File: src/rtl/scratchpad_stream_reader_if.sv
// AXI-Stream bundle carrying the reader's output burst toward the host.
// Handshake: a beat transfers on a rising edge where tvalid & tready; while tvalid is high and tready low, tdata/tlast hold and tvalid stays high.
interface scratchpad_stream_reader_if #(
    parameter int DATA_WIDTH = 32
);
    logic [DATA_WIDTH-1:0] m_axis_tdata;
    logic                  m_axis_tvalid;
    logic                  m_axis_tready;
    logic                  m_axis_tlast;

    modport master (
        output m_axis_tdata,
        output m_axis_tvalid,
        output m_axis_tlast,
        input  m_axis_tready
    );

    modport slave (
        input  m_axis_tdata,
        input  m_axis_tvalid,
        input  m_axis_tlast,
        output m_axis_tready
    );
endinterface

File: src/rtl/scratchpad_stream_reader.sv
// Scratchpad read DMA: issues credit-limited reads on Port A and streams the words out as an AXI-Stream burst.
// Optional feature macro SCRATCHPAD_RD_ERR_EN: sticky err on a writer strobe seen while busy.
module scratchpad_stream_reader #(
    parameter int DATA_WIDTH = 32,
    parameter int PTR_WIDTH  = 16,
    parameter int RD_LATENCY = 2,
    parameter int FIFO_DEPTH = 4
) (
    input  logic                  clk,
    input  logic                  rst_n,
    input  logic                  start,
    input  logic [PTR_WIDTH-1:0]  start_ptr,
    input  logic [PTR_WIDTH-1:0]  len,
    output logic                  busy,
    output logic                  done,
    output logic                  dma_rd_en,
    output logic [PTR_WIDTH-1:0]  dma_read_pointer,
    input  logic [DATA_WIDTH-1:0] dma_rd_data,
    input  logic                  dma_wr_en,
    scratchpad_stream_reader_if.master m_axis,
    output logic                  err,
    output logic [1:0]            dbg_state
);
    localparam int AW = (FIFO_DEPTH > 1) ? $clog2(FIFO_DEPTH) : 1;
    localparam int CW = $clog2(FIFO_DEPTH + 1);
    localparam logic [CW:0]   DEPTH_C = FIFO_DEPTH[CW:0];
    localparam logic [AW-1:0] LAST_IDX = AW'(FIFO_DEPTH - 1);

    typedef enum logic [1:0] {
        IDLE  = 2'd0,
        ISSUE = 2'd1,
        DRAIN = 2'd2
    } state_t;

    state_t                state;
    logic [PTR_WIDTH-1:0]  ptr;
    logic [PTR_WIDTH-1:0]  issue_left;
    logic [PTR_WIDTH-1:0]  beats_left;
    logic [CW-1:0]         inflight;
    logic [CW-1:0]         fifo_count;
    logic [RD_LATENCY-1:0] vpipe;
    logic [AW-1:0]         wr_idx;
    logic [AW-1:0]         rd_idx;
    logic [DATA_WIDTH-1:0] mem [FIFO_DEPTH];

    logic credit_ok;
    logic issue;
    logic ret;
    logic pop;

    function automatic logic [AW-1:0] next_idx(input logic [AW-1:0] i);
        return (i == LAST_IDX) ? '0 : i + 1'b1;
    endfunction

    // Credits use registered counts only, so a same-cycle pop never lets an extra read slip in.
    assign credit_ok = ({1'b0, inflight} + {1'b0, fifo_count}) < DEPTH_C;
    assign issue     = (state == ISSUE) && (issue_left != '0) && credit_ok;
    assign ret       = vpipe[RD_LATENCY-1];
    assign pop       = m_axis.m_axis_tvalid & m_axis.m_axis_tready;

    assign dma_rd_en        = issue;
    assign dma_read_pointer = issue ? ptr : '0;

    assign m_axis.m_axis_tvalid = (fifo_count != '0);
    assign m_axis.m_axis_tdata  = m_axis.m_axis_tvalid ? mem[rd_idx] : '0;
    assign m_axis.m_axis_tlast  = m_axis.m_axis_tvalid && (beats_left == PTR_WIDTH'(1));

    assign dbg_state = state;

    always_ff @(posedge clk) begin
        if (ret) mem[wr_idx] <= dma_rd_data;
    end

    always_ff @(posedge clk or negedge rst_n) begin
        if (!rst_n) begin
            state      <= IDLE;
            busy       <= 1'b0;
            done       <= 1'b0;
            ptr        <= '0;
            issue_left <= '0;
            beats_left <= '0;
            inflight   <= '0;
            fifo_count <= '0;
            vpipe      <= '0;
            wr_idx     <= '0;
            rd_idx     <= '0;
        end else begin
            done <= 1'b0;
            vpipe[0] <= issue;
            for (int i = 1; i < RD_LATENCY; i++) vpipe[i] <= vpipe[i-1];
            inflight   <= inflight + CW'(issue) - CW'(ret);
            fifo_count <= fifo_count + CW'(ret) - CW'(pop);
            if (ret) wr_idx <= next_idx(wr_idx);
            if (pop) begin
                rd_idx     <= next_idx(rd_idx);
                beats_left <= beats_left - 1'b1;
            end
            case (state)
                IDLE: begin
                    if (start) begin
                        if (len == '0) begin
                            done <= 1'b1;
                        end else begin
                            state      <= ISSUE;
                            busy       <= 1'b1;
                            ptr        <= start_ptr;
                            issue_left <= len;
                            beats_left <= len;
                        end
                    end
                end
                ISSUE: begin
                    if (issue) begin
                        ptr        <= ptr + 1'b1;
                        issue_left <= issue_left - 1'b1;
                        if (issue_left == PTR_WIDTH'(1)) state <= DRAIN;
                    end
                end
                DRAIN: begin
                    if (pop && (beats_left == PTR_WIDTH'(1))) begin
                        state <= IDLE;
                        busy  <= 1'b0;
                        done  <= 1'b1;
                    end
                end
                default: state <= IDLE;
            endcase
        end
    end

`ifdef SCRATCHPAD_RD_ERR_EN
    always_ff @(posedge clk or negedge rst_n) begin
        if (!rst_n) begin
            err <= 1'b0;
        end else if ((state == IDLE) && start) begin
            err <= 1'b0;
        end else if (busy && dma_wr_en) begin
            err <= 1'b1;
        end
    end
`else
    logic unused_wr_en;
    assign unused_wr_en = dma_wr_en;
    assign err          = 1'b0;
`endif
endmodule

File: src/flat_wrapper.sv
// flat-port wrapper written by rule: the top's interface ports become plain ports
module scratchpad_stream_reader_flat 
#(
    parameter int DATA_WIDTH = 32,
    parameter int PTR_WIDTH  = 16,
    parameter int RD_LATENCY = 2,
    parameter int FIFO_DEPTH = 4
)
  (clk, rst_n, start, start_ptr, len, busy, done, dma_rd_en, dma_read_pointer, dma_rd_data, dma_wr_en, err, dbg_state, m_axis_m_axis_tdata, m_axis_m_axis_tvalid, m_axis_m_axis_tlast, m_axis_m_axis_tready);
  scratchpad_stream_reader_if #(.DATA_WIDTH(DATA_WIDTH)) m_axis_i ();
  input  logic clk;
  input  logic rst_n;
  input  logic start;
  input  logic [PTR_WIDTH-1:0] start_ptr;
  input  logic [PTR_WIDTH-1:0] len;
  output logic busy;
  output logic done;
  output logic dma_rd_en;
  output logic [PTR_WIDTH-1:0] dma_read_pointer;
  input  logic [DATA_WIDTH-1:0] dma_rd_data;
  input  logic dma_wr_en;
  output logic err;
  output logic [1:0] dbg_state;
  output wire logic [$bits(m_axis_i.m_axis_tdata)-1:0] m_axis_m_axis_tdata;
  output wire logic [$bits(m_axis_i.m_axis_tvalid)-1:0] m_axis_m_axis_tvalid;
  output wire logic [$bits(m_axis_i.m_axis_tlast)-1:0] m_axis_m_axis_tlast;
  input wire logic [$bits(m_axis_i.m_axis_tready)-1:0] m_axis_m_axis_tready;
  assign m_axis_m_axis_tdata = m_axis_i.m_axis_tdata;
  assign m_axis_m_axis_tvalid = m_axis_i.m_axis_tvalid;
  assign m_axis_m_axis_tlast = m_axis_i.m_axis_tlast;
  assign m_axis_i.m_axis_tready = m_axis_m_axis_tready;
  scratchpad_stream_reader #(.DATA_WIDTH(DATA_WIDTH), .PTR_WIDTH(PTR_WIDTH), .RD_LATENCY(RD_LATENCY), .FIFO_DEPTH(FIFO_DEPTH)) u_core (.clk(clk), .rst_n(rst_n), .start(start), .start_ptr(start_ptr), .len(len), .busy(busy), .done(done), .dma_rd_en(dma_rd_en), .dma_read_pointer(dma_read_pointer), .dma_rd_data(dma_rd_data), .dma_wr_en(dma_wr_en), .m_axis(m_axis_i), .err(err), .dbg_state(dbg_state));
endmodule
File: config.mk
export PLATFORM = sky130hd
export DESIGN_NAME = scratchpad_stream_reader_flat
export DESIGN_NICKNAME = d
export VERILOG_FILES = /design/src/rtl/scratchpad_stream_reader_if.sv /design/src/rtl/scratchpad_stream_reader.sv /design/src/flat_wrapper.sv
export SDC_FILE = /design/constraint.sdc
export NUM_CORES = 1
export LEC_CHECK = 0
export CORE_UTILIZATION = 45
export DETAILED_ROUTE_END_ITERATION = 6
export PLACE_DENSITY = 0.7
export SYNTH_ARGS = -nofsm -noshare
export SYNTH_HDL_FRONTEND = slang
export SYNTH_SLANG_ARGS = --single-unit
File: constraint.sdc
create_clock -name clk -period 2.4 [get_ports clk]
set_input_delay 0.72 -clock clk [delete_from_list [all_inputs] [get_ports clk]]
set_output_delay 0.72 -clock clk [all_outputs]
set_load 0.1 [all_outputs]
==> summary by stage <==
Die
The number of top-level pins is 125. The die covers 20,250 sq um. Measured along the y axis, the die boundary spans 142.3 um. The floorplan has 50 rows. The total area inside the core boundary comes to 19,020 sq um.

The horizontal die dimension is 142.3 um. The initial core utilization is 0.4658.

Drt
The iteration count of the initial detailed-routing pass is 5. After detailed routing, the number of remaining DRC violations is 0. The post-detailed-route via-to-cell ratio is 5.571. The routed wire length is 22,400 um.

The routed length per placed instance is 19.34 um. The number of antenna-violating nets in the routed design is 0. The first routing iteration left 444 violations.

The number of vias in the routed layout is 6,451.

Timing
The headroom to the max-slew limit is 0.5816. The slew of the pin with the lowest slew margin is 626.1 ps. Once routing completed, OpenROAD measured the worst setup slack at -449.7 ps. Setup repair after global routing could not meet its margin everywhere. Subtracting the final worst setup slack from the clock period gives 2850 ps. Across the routed clock network, the largest skew measured is 12.02 ps. The number of failing hold endpoints at the final stage came to 0. The timing-limited maximum frequency is 350.9 MHz. Setup violations remaining at the end of the flow were counted as 52. In the finished design, the share of the clock period the worst path needs comes to 1.187. The count of pins over their slew limit is 0.

Place
The pre-CTS worst setup slack is -349.6 ps. The instance area at placement is 11,820 sq um. The HPWL reported at the end of detailed placement is 14,450 um. Routability-driven placement finished with a final weighted congestion of 0.8482. The number of input and output port buffers inserted is 122.

Layout
Fill cells in the final layout number 1,311. Of the cells placed in the final design, the portion with a size suffix greater than 1 is 0.3675. The signed area change from the synthesized netlist to the final layout is 45.95%. Leaving out fill and tap cells, the most frequent cell in the layout is edfxtp_1. The area of all placed cells without fillers is 12,930 sq um. 0 antenna diodes ended up in the layout. Leaving out fill and tap cells, the most frequent cells in the layout are edfxtp_1, buf_4, clkdlybuf4s50_1. The number of nets in the layout is 972. At the end of the flow the core is filled with cells to 0.6798.

Logic synthesis
The area of the mapped netlist is 8858 sq um. The dominant combinational cell family by area after synthesis is simple AND/OR/NAND/NOR gates. The post-synth net total is 751. Measured against the total synthesized area, the mux share comes to 0.08362.

The count of state elements after synthesis is 192. The fraction of the mapped netlist area in compound gates came to 0.09167. The number of instances in the synthesized netlist is 664. Counting flops with a built-in enable in the synthesized netlist gives 128. Of the synthesized area, sequential elements account for 0.6147.

For this run, the number of Yosys warnings is 0. The post-synthesis cell type count is 55. Of the total synthesized cell area, the portion taken by full adders, half adders and majority gates is 0.02712. The fraction of synthesis flops using an asynchronous set or reset pin is 0.3333. In the synthesized netlist the dominant register cell turns out to be edfxtp_1. The simple-gate portion of the synthesized area is 0.1367.

After synthesis, the mean cell area works out to 13.34 sq um. Of the total synthesized cell area, the portion taken by XOR and XNOR cells is 0.01879.

Min path
In this run the worst hold path is classified as input pin to async pin.

Clocking
The tree built by TritonCTS fans out to 192 sinks. The CTS clock-pin slew for the worst setup and hold paths is 80 ps. The insertion delay to the later sink of the worst-skew pair is 440 ps.

In this run the deepest clock path goes through 2 buffers. The clock buffer count from CTS is 17. The H-tree depth is 4. TritonCTS built the clock tree. In this run the clock root is driven by a clkbuf_16.

Setup path
On the worst path, the slowest cell contributes a delay of 400 ps. The biggest fanout along the worst timing path is 16. The startpoint type of the worst setup path is a flip-flop.

Walking the worst path, the cells encountered are inv_2 -> ha_4 -> nor3b_4 -> nand4_2 -> and3_4 -> buf_12 -> and2_4 -> buf_12. In this run the number of cells on the critical path is 8. The critical path ends at dma_read_pointer[4].

The number of buffers and inverters on the critical path is 3. The startpoint of the worst register-to-register path is u_core.fifo_count[1]. The type of destination of the critical path is a primary output. The cell seen most often among critical-path stages is buf_12. The cell family contributing the most delay on the critical path is simple AND/OR/NAND/NOR gates.

The start-to-end type of the worst setup path is flip-flop to primary output. The destination of the worst register-to-register timing path is u_core.inflight[2]. The critical path data arrival time is 2130 ps. The setup slack of the most critical reg-to-reg path is -110 ps. STA puts the critical path data required time at 1680 ps. The worst-case reg-to-reg path depth is 10. The slowest stage of the critical path belongs to the cell dfrtp_1. The beginning of the critical path is u_core.issue_left[1].

GRT
The via count of the first global-routing pass was 6,640. The largest net degree at the start of global routing is 65. The sum of overflow across all layers after global routing is 0. The first global-routing pass estimated 35,140 um of wire. The number of antenna violations at the first check in global routing was 1.

In the global route stage, overall resource usage came out at 0.2308.

Run
The number of max-cap violations is 0.

Outcome
The flow ran to the end, but the final reports show violations. The checks that failed: negative setup slack.
## cell type report
class                           count  area, sq um  area share
Multi-Input combinational cell    417         3601      0.2785
Sequential cell                   192         5454      0.4219
Timing Repair Buffer              237         2830      0.2189
Tap cell                          260        325.3     0.02516
Inverter                           20        85.08    0.006581
Clock buffer                       17        425.4     0.03290
Clock inverter                     15        207.7     0.01607
## sequential cells by signal, summed over array words and instances (netlist names)
name / count
u_core.busy: 1
u_core.beats_left: 16
u_core.fifo_count: 3
u_core.ptr: 16
u_core.mem: 128
u_core.vpipe: 2
u_core.dbg_state: 2
u_core.wr_idx: 2
u_core.inflight: 3
u_core.done: 1
u_core.rd_idx: 2
u_core.issue_left: 16
## repair_timing
| item | 4_1_cts | 5_1_grt |
|---|---|---|
| buffers inserted | 27 | 7 |
| pin swaps | 9 | 10 |
| setup endpoints to repair | 72 | 54 |
| gates resized for setup | 19 | 17 |
| hold buffers | 0 | 0 |
| gates cloned | 3 | 0 |
## per-stage QoR
| stage | setup TNS [ps] | hold slack, ps | instances |
|---|---|---|---|
| 2_1_floorplan | -8160 | 331.2 | 664 |
| 3_3_place_gp | -6801 | 331.1 | 1091 |
| 3_5_place_dp | -9440 | 347.0 | 1091 |
| 4_1_cts | -17840 | 296.2 | 1153 |
| 5_1_grt | -20460 | 296.8 | 1158 |
| 6_report | -16210 | 277.6 | 1158 |
## cells by family after synthesis
logic type | Yosys count
AO/OA/AOI/OAI | 129
XOR/XNOR | 19
adder cells (fa/ha/maj) | 18
buffers and inverters | 55
flip-flops | 192
multiplexers | 34
other | 1
AND/OR/NAND/NOR | 216
## synthesized netlist by cell type, drive strengths merged, types with 6 or more instances
master / count / share of area
nand2b: 6 / 0.0042
o31ai: 11 / 0.0093
a21o: 6 / 0.0051
nor4: 14 / 0.015
nand3: 12 / 0.0068
o21ai: 41 / 0.023
and2: 20 / 0.014
dfrtp: 64 / 0.18
buf: 16 / 0.010
and3: 6 / 0.0042
edfxtp: 128 / 0.43
o22ai: 9 / 0.0064
nand4: 11 / 0.0085
mux4: 32 / 0.081
nor2: 33 / 0.014
ha: 16 / 0.023
nand2: 57 / 0.024
xnor2: 14 / 0.014
nor2b: 33 / 0.023
nor3: 14 / 0.011
a21oi: 26 / 0.015
clkbuf: 19 / 0.0081
a31oi: 22 / 0.017
inv: 20 / 0.0085
## how the worst min path moves through the flow
stage	endpoint	slack, ps	cells past startpoint
after global placement	u_core.vpipe[1]	330	0
after global routing	u_core.beats_left[7]	300	2
after floorplan	u_core.vpipe[1]	330	0
final	u_core.beats_left[7]	280	2
after detailed placement	u_core.vpipe[1]	350	0
after CTS	u_core.beats_left[7]	300	2
## metal layers
metal | routed length [um] | GRT usage
met2 | 11880 | 0.4040
met3 | 1307 | 0.05417
met1 | 8947 | 0.2904
met4 | 252 | 0.05093
met5 | 9 | 0
Power is left out: the tool's default activity adds up to more than one toggle a clock period on the data nets, which glitch-free logic cannot reach.
